===== src/rtl/cpu_pkg.sv =====
// cpu_pkg: definitions shared by the datapath and its controller.
//   DATA_W / ADDR_W : bus/register width and PC/MAR/RAM address width
//   OP_W            : opcode width (upper IR field)
//   opcode_t        : instruction opcodes held in IR[7:4]
package cpu_pkg;

  localparam int unsigned DATA_W = 8;
  localparam int unsigned ADDR_W = 4;
  localparam int unsigned OP_W   = DATA_W - ADDR_W;

  typedef enum logic [OP_W-1:0] {
    LDA = 4'h1,
    ADD = 4'h2,
    SUB = 4'h3,
    STA = 4'h4,
    LDI = 4'h5,
    JMP = 4'h6,
    JC  = 4'h7,
    JZ  = 4'h8,
    OUT = 4'hE,
    HLT = 4'hF
  } opcode_t;

endpackage


===== src/rtl/cpu_datapath_alu.sv =====
// alu: combinational adder/subtractor for the datapath.
//   a, b      : operands (A and B registers)
//   subtract  : 0 -> a + b, 1 -> a + ~b + 1
//   result    : low DATA_W bits of the sum
//   carry     : sum bit DATA_W (for subtract, 1 means no borrow)
module alu
  import cpu_pkg::*;
#(
  parameter int unsigned DATA_W = cpu_pkg::DATA_W
) (
  input  logic [DATA_W-1:0] a,
  input  logic [DATA_W-1:0] b,
  input  logic              subtract,
  output logic [DATA_W-1:0] result,
  output logic              carry
);

  logic [DATA_W-1:0] b_op;
  logic [DATA_W:0]   sum;

  always_comb begin
    b_op = subtract ? ~b : b;
    sum  = {1'b0, a} + {1'b0, b_op} + {{DATA_W{1'b0}}, subtract};
  end

  assign result = sum[DATA_W-1:0];
  assign carry  = sum[DATA_W];

endmodule


===== src/rtl/cpu_datapath.sv =====
// cpu_datapath: PC, MAR, 16x8 RAM, IR, A, B, ALU + flags, output register
// and the shared bus, driven by the controller's strobes.
//   clk, rst (async, active high)
//   strobes  : pc_*, a_reg_*, b_reg_*, i_reg_*, mar_*, ram_*, alu_*, out_en
//   prog_*   : side-band RAM programming port (wins over a bus write)
//   instruction, alu_carry, alu_zero : to the controller
//   out_value, bus_value             : output register and live bus
//   bus_conflict : sticky multi-driver flag, only built when the macro
//                  DATAPATH_BUS_CHECK_EN is defined, otherwise tied 0
module cpu_datapath
  import cpu_pkg::*;
#(
  parameter int unsigned DATA_W = cpu_pkg::DATA_W,
  parameter int unsigned ADDR_W = cpu_pkg::ADDR_W
) (
  input  logic                     clk,
  input  logic                     rst,
  input  logic                     pc_inc,
  input  logic                     pc_jump,
  input  logic                     pc_out,
  input  logic                     a_reg_read_from_bus,
  input  logic                     a_reg_write_to_bus,
  input  logic                     b_reg_read_from_bus,
  input  logic                     b_reg_write_to_bus,
  input  logic                     i_reg_read_from_bus,
  input  logic                     i_reg_write_to_bus,
  input  logic                     mar_read_from_bus,
  input  logic                     ram_read_from_bus,
  input  logic                     ram_write_to_bus,
  input  logic                     alu_out,
  input  logic                     alu_subtract,
  input  logic                     alu_flags_in,
  input  logic                     out_en,
  input  logic                     prog_we,
  input  logic [ADDR_W-1:0]        prog_addr,
  input  logic [DATA_W-1:0]        prog_data,
  output logic [DATA_W-ADDR_W-1:0] instruction,
  output logic                     alu_carry,
  output logic                     alu_zero,
  output logic [DATA_W-1:0]        out_value,
  output logic [DATA_W-1:0]        bus_value,
  output logic                     bus_conflict
);

  localparam int unsigned PAD_W = DATA_W - ADDR_W;

  logic [ADDR_W-1:0] pc;
  logic [ADDR_W-1:0] mar;
  logic [DATA_W-1:0] ir;
  logic [DATA_W-1:0] a_reg;
  logic [DATA_W-1:0] b_reg;
  logic [DATA_W-1:0] out_reg;
  logic              carry_reg;
  logic              zero_reg;
  logic [DATA_W-1:0] ram [2**ADDR_W];
  logic [DATA_W-1:0] ram_q;
  logic [DATA_W-1:0] alu_res;
  logic              alu_c;
  logic [DATA_W-1:0] bus;

  alu #(.DATA_W(DATA_W)) u_alu (
    .a        (a_reg),
    .b        (b_reg),
    .subtract (alu_subtract),
    .result   (alu_res),
    .carry    (alu_c)
  );

  assign ram_q = ram[mar];

  // Wired-OR bus: idle reads 0 and contention stays deterministic.
  always_comb begin
    bus = '0;
    if (pc_out)             bus = bus | {{PAD_W{1'b0}}, pc};
    if (a_reg_write_to_bus) bus = bus | a_reg;
    if (b_reg_write_to_bus) bus = bus | b_reg;
    if (i_reg_write_to_bus) bus = bus | {{PAD_W{1'b0}}, ir[ADDR_W-1:0]};
    if (ram_write_to_bus)   bus = bus | ram_q;
    if (alu_out)            bus = bus | alu_res;
  end

  always_ff @(posedge clk or posedge rst) begin
    if (rst) begin
      pc        <= '0;
      mar       <= '0;
      ir        <= '0;
      a_reg     <= '0;
      b_reg     <= '0;
      out_reg   <= '0;
      carry_reg <= 1'b0;
      zero_reg  <= 1'b0;
    end else begin
      if (pc_jump)                  pc <= bus[ADDR_W-1:0];
      else if (pc_inc)              pc <= pc + 1'b1;
      if (mar_read_from_bus)   mar     <= bus[ADDR_W-1:0];
      if (i_reg_read_from_bus) ir      <= bus;
      if (a_reg_read_from_bus) a_reg   <= bus;
      if (b_reg_read_from_bus) b_reg   <= bus;
      if (out_en)              out_reg <= bus;
      if (alu_flags_in) begin
        carry_reg <= alu_c;
        zero_reg  <= (alu_res == '0);
      end
    end
  end

  // RAM contents are not cleared; reset only blocks writes while asserted.
  always_ff @(posedge clk or posedge rst) begin
    if (rst) begin
    end else if (prog_we) begin
      ram[prog_addr] <= prog_data;
    end else if (ram_read_from_bus) begin
      ram[mar] <= bus;
    end
  end

`ifdef DATAPATH_BUS_CHECK_EN
  logic [5:0] drivers;
  logic       multi_drive;
  logic       conflict_q;

  assign drivers = {pc_out, a_reg_write_to_bus, b_reg_write_to_bus,
                    i_reg_write_to_bus, ram_write_to_bus, alu_out};
  // More than one bit set <=> clearing the lowest set bit leaves a nonzero.
  assign multi_drive = |(drivers & (drivers - 6'd1));

  always_ff @(posedge clk or posedge rst) begin
    if (rst) begin
      conflict_q <= 1'b0;
    end else if (multi_drive) begin
      conflict_q <= 1'b1;
      if (!conflict_q) $error("cpu_datapath: bus contention, drivers=%b", drivers);
    end
  end

  assign bus_conflict = conflict_q;
`else
  assign bus_conflict = 1'b0;
`endif

  assign instruction = ir[DATA_W-1:ADDR_W];
  assign alu_carry   = carry_reg;
  assign alu_zero    = zero_reg;
  assign out_value   = out_reg;
  assign bus_value   = bus;

endmodule


===== config.mk =====
export PLATFORM = sky130hd
export DESIGN_NAME = cpu_datapath
export DESIGN_NICKNAME = d
export VERILOG_FILES = /design/src/rtl/cpu_pkg.sv /design/src/rtl/cpu_datapath_alu.sv /design/src/rtl/cpu_datapath.sv
export SDC_FILE = /design/constraint.sdc
export NUM_CORES = 1
export LEC_CHECK = 0
export ABC_CLOCK_PERIOD_IN_PS = 6400
export CORE_MARGIN = 5
export CORE_UTILIZATION = 40
export DETAILED_ROUTE_END_ITERATION = 12
export HOLD_SLACK_MARGIN = 0.1
export PLACE_DENSITY = 0.7
export SLEW_MARGIN = 20
export SYNTH_ARGS = -nofsm -noshare
export SYNTH_HDL_FRONTEND = slang
export SYNTH_SLANG_ARGS = --single-unit

===== constraint.sdc =====
create_clock -name clk -period 6.4 [get_ports clk]
set_input_delay 1.28 -clock clk [delete_from_list [all_inputs] [get_ports clk]]
set_output_delay 1.28 -clock clk [all_outputs]
set_load 0.02 [all_outputs]

# ---- Word-level counts from Yosys, hierarchy flattened
# Memory sizes are Yosys's and may differ from the RTL's.
# Cells that the tools add are included.
# W data, S select, Z words.
dict set report op_classes {
  n_reduce_logical 6
  bitwise 6
  add_sub_neg 3
  muxes 17
}
# op count
set op_table {}
lappend op_table {{$mux W8} 7}
lappend op_table {{$or A8 B8 Y8} 3}
lappend op_table {{$mux W4} 4}
lappend op_table {{$add A8 B8 Y9} 1}
lappend op_table {{$add A9 B1 Y9} 1}
lappend op_table {{$logic_not A8 Y1} 1}
lappend op_table {{$not A8 Y8} 1}
lappend op_table {{$or A4 B8 Y8} 1}
lappend op_table {{$or A8 B4 Y8} 1}
lappend op_table {{$reduce_or A8 Y1} 1}
lappend op_table {{$mux W1} 6}
lappend op_table {{$add A4 B1 Y4 const B} 1}
lappend op_table {{$logic_and A1 B1 Y1} 2}
lappend op_table {{$reduce_bool A2 Y1} 1}
lappend op_table {{$logic_not A1 Y1} 1}
dict set report totals {
  register_bits 42
  in_bits 31
  ramBits 128
  word_cells 41
  n_memories 1
}
# memory depth width read_ports rd_clocked_by_memory_dff write_ports line_no
set memory_table {}
lappend memory_table {ram 16 8 1 0 1 cpu_datapath.sv:55} ;# logic [DATA_W-1:0] ram [2**ADDR_W];

# ---- Logic depth before layout (Yosys ltp)
dict set report logic_depth {
  depth_word 12
  depth_mapped 9
  ltp_nobuf 8
}

# ---- Modules after synthesis
# Synthesis repeated with hierarchy kept, for this count alone.
dict set report unflattened {
  cells_unflattened 563
  area_unflattened_um2 7703.6
}
# mod area_each_um2 cells_each n_inst
set by_module_without_submodules {}
lappend by_module_without_submodules {cpu_datapath 7305.8 515 1}
lappend by_module_without_submodules {alu 397.9 48 1}

# ---- Least setup slack after synthesis
# No wires, ideal clock.
dict set report synth_timing {
  path_kind {input to output}
  startpoint {in alu_subtract}
  endpoint {out bus_value[6]}
  arrival_ns 3.488
  path_buffers 1
  required_time_ns 5.120
  slack_ns 1.632
  stages 9
  cell_sequence {buf_2 > mux2i_1 > inv_1 > fa_1 > and3_1 > o31a_1 > o31a_1 > o31a_4 > inv_1}
}
dict set report synth_via {
  elab_chain_cells 5
}
# item line_no
set synth_rtl {}
lappend synth_rtl {{start: declaration} cpu_datapath.sv:31} ;# input logic alu_subtract,
lappend synth_rtl {{$mux W8} cpu_datapath_alu.sv:22} ;# b_op = subtract ? ~b : b;
lappend synth_rtl {{$add A8 B8 Y9} cpu_datapath_alu.sv:23} ;# sum = {1'b0, a} + {1'b0, b_op} + {{DATA_W{1'b0}}, subtract};
lappend synth_rtl {{$add A9 B1 Y9 *} cpu_datapath_alu.sv:23}
lappend synth_rtl {{$or A8 B8 Y8 *} cpu_datapath.sv:79} ;# if (alu_out) bus = bus | alu_res;
lappend synth_rtl {{$mux W8 *} cpu_datapath.sv:79}
lappend synth_rtl {{end: declaration} cpu_datapath.sv:41} ;# output logic [DATA_W-1:0] bus_value,
# Every way passes the cells marked *; elsewhere a longest branch is shown, timed or not.

# ---- Worst setup path after layout
# Same ends and word-level chain as after synthesis.

==> run summary <==
The source-to-sink clock delay at the later pin of the worst-skew pair is 420 ps. The number of global-route vias before repair is 4,723. The final worst hold slack came out at 499 ps.

The total number of vias is between 4,000 and 5,000. The fraction of layout instances using a drive strength above 1 is 13.4%. For the pin with the worst max-slew slack, the measured transition is 1100 ps. The count of cells resized by post-cts repair is 0.

The pre-antenna-repair detailed-routing pass consisted of 6 iterations. The count of pins on the block boundary is 54. The type of the most critical hold path is flop to flop. The flip-flop count of the largest register, all copies and words added is between 100 and 150. The final-report max-slew violation count is 0. The area growth from synthesis to layout is 17.9%. The final critical-path share of the clock period came out at 89.6%. In this run the worst setup path begins at alu_subtract. The total leakage power came out at 0.00301 µW. Of all nets on the critical path, the largest fanout is 6. The power per unit of standard cell area came out at around 320 nW/µm². The number of hold violations in the final report is 0.

The number of buffers inserted by port buffering came out at 52. The largest net degree at the start of global routing came out at 43. The worst hold path terminates at alu_zero$_DFFE_PP0P_. The die is 147 µm tall. The global-route congestion overflow total came out at 0. For this run, design rule violations remaining after detail routing come to 0. The wire length of the first global-routing pass came out at approximately 28,000 µm.

The number of distinct standard cells referenced by the synthesized netlist is 62. In the synthesized netlist the dominant register cell turns out to be edfxtp_1. In the layout the commonest cells are edfxtp_1, nor2_1, clkdlybuf4s50_1. The number of design-rule violations left by the first detailed-router iteration came out at around 370. The sort of element at the start of the critical path is a primary input.

0 antenna diodes ended up in the layout. The number of synthesized register bits came out at 170. Derived from the worst setup path, the maximum achievable clock frequency is 0.174 GHz. The worst register-to-register path ends at ram[1][6]$_DFFE_PP_.

The final count of negative-setup-slack endpoints came out at 0. The worst setup path is captured at a primary output. In the final timing run, aggregate negative setup slack is 0 ps. The length in cells of the worst reg-to-reg path came out at 8. At the worst endpoint, the arrival time is approximately 4500 ps. The routed length on met2 came out at 9290 µm.

Wire segments on met3 add up to 1330 µm in the final route. The number of antenna violations at the first check in global routing is 0. Setup repair after global routing left no endpoint under its margin. The cell count of the worst hold path is 2. The clock-pin slew reported for the worst setup and hold paths after clock tree synthesis is around 60 ps. The number of enable-type register cells in the synthesized netlist is roughly 130. IR analysis of the VDD net gives a maximum drop of 149 µV. The die covers approximately 22,000 µm². The startpoint identified for the worst register-to-register timing path is b_reg[0]$_DFFE_PP0P_. The share of synthesized area occupied by flip-flops and latches came out at around 65%. The uppermost layer routed is met4. The required time of the critical path came out at 5120 ps.

The post-route clock skew came out at 8.90 ps. The number of nets produced by synthesis came out at 554. The run finished with clean final reports. The tree built by TritonCTS fans out to 170 sinks.

The HPWL after detailed placement came out at 11,800 µm. The overall die width is 147 µm. The number of standard cells after synthesis is 514.

The initial standard-cell utilization of the core came out at about two fifths. In this run, post-CTS hold repair placed 0 buffers. The detailed-route wire length per cell is 21.9 µm. The core area is 18,600 µm².

The number of vias per cell after detailed routing is 5.75. The post-CTS setup-driven buffer insertion count came out at 0. At the end of routability-driven placement, the weighted congestion stood at ~0.9. The number of buffers on the longest clock path came out at 2.

The count of synthesis-stage warnings from yosys is 0. The worst setup path is of the primary input to primary output kind. In the final routing, the length of wire on met1 measures roughly 6900 µm.

In this run the most critical hold path is launched from alu_zero$_DFFE_PP0P_. In this run the mean area of a mapped cell was between 10 and 15 µm². The clock tree root buffer cell is clkbuf_16. The most common cell after layout, fill and taps aside is edfxtp_1. The remaining max-slew budget at the tightest pin is 26.5%. In this run the remaining antenna-violating nets after routing total 0.

The final critical delay including setup and external delays is 5730 ps. The fraction of synthesis flops using an asynchronous set or reset pin is 24.7%. The overall fraction of global-route tracks in use came out at 16.9%. The worst-case register-to-register setup slack came out at 2970 ps. After the last flow step, the layout net total stands at 601.

The number of violations of the max-capacitance limit came out at 0. The wire length reported by the detailed router came out at approximately 18,000 µm. The row count is 50. The TritonCTS clock tree is yes. Buffers inserted during clock tree synthesis total 17. After synthesis the cells add up to 7520 µm². The register bank with the most flops is ram. The number of H-tree levels came out at 4.
-- report_power, final --
| part | switching [µW] | internal [µW] | total (µW) |
|---|---|---|---|
| sequential | 46.0 | 1250 | 1290 |
| clock | 441 | 623 | 1060 |
| combinational | 295 | 214 | 509 |
-- area by class of cell --
type                    count  area (µm²)
inverters                  18        67.6
flip-flops and latches    170        4900
multi-input cells         294        2410
clock inverters            15         193
fillers                  1559        9770
clock buffers              17         425
well taps                 234         293
repair buffers             60         581
-- worst max-delay path, cell delays in order --
cell,delay [ps]
clkdlybuf4s50_1,420
mux2i_1,280
inv_1,140
fa_1,440
and3_1,210
o31a_1,320
o31a_1,290
o31a_4,390
inv_1,60
clkdlybuf4s50_1,600
-- cells by family after synthesis --
kind of cell / synth area share, %
compound gates: 9.73
xor+xnor: 1.40
fa+ha+maj: 1.60
buf+inv: 3.23
flops: 65.0
mux: 12.1
other cells: 0.0498
simple gates: 6.85
-- synthesized netlist by cell type, types with 5 or more instances --
cell type	instances	area share, %
a21oi_1	45	3.0
a22oi_1	9	0.90
a31oi_1	17	1.4
buf_1	7	0.35
buf_2	10	0.67
buf_4	5	0.50
clkbuf_1	8	0.40
dfrtp_1	42	14
edfxtp_1	128	51
ha_1	8	1.3
inv_1	17	0.85
mux2i_1	10	1.3
mux4_1	12	4.2
mux4_2	21	6.3
nand2_1	21	1.0
nor2_1	73	3.6
xor2_1	10	1.2
-- per-layer routing --
metal,track usage (%),vias up
li1,-,2081
met1,20.4,2359
met2,29.5,187
met3,5.46,20
met4,4.05,0
met5,0,-
-- worst max path at each step --
| stage | endpoint | slack, ps | cells past startpoint |
|---|---|---|---|
| 6_report | bus_value[6] | 670 | 10 |
| 5_1_grt | bus_value[6] | 510 | 10 |
| 4_1_cts | bus_value[6] | 670 | 10 |
| 3_5_place_dp | bus_value[6] | 690 | 10 |
| 3_3_place_gp | bus_value[6] | 730 | 10 |
| 2_1_floorplan | bus_value[6] | 1630 | 9 |
-- stage by stage --
| stage | utilization, % | cell area, µm² | cells | power [µW] | setup WS [ps] |
|---|---|---|---|---|---|
| 2_1_floorplan | - | 7520 | 514 | 1650 | 1630 |
| 3_3_place_gp | 44.1 | 8230 | 776 | 1800 | 733 |
| 3_5_place_dp | 44.1 | 8230 | 776 | 1820 | 687 |
| 4_1_cts | 47.5 | 8850 | 808 | 2880 | 668 |
| 5_1_grt | 47.6 | 8870 | 808 | 2990 | 513 |
| 6_report | 47.6 | 8870 | 808 | 2870 | 665 |
(Power assumes the default switching activity.)
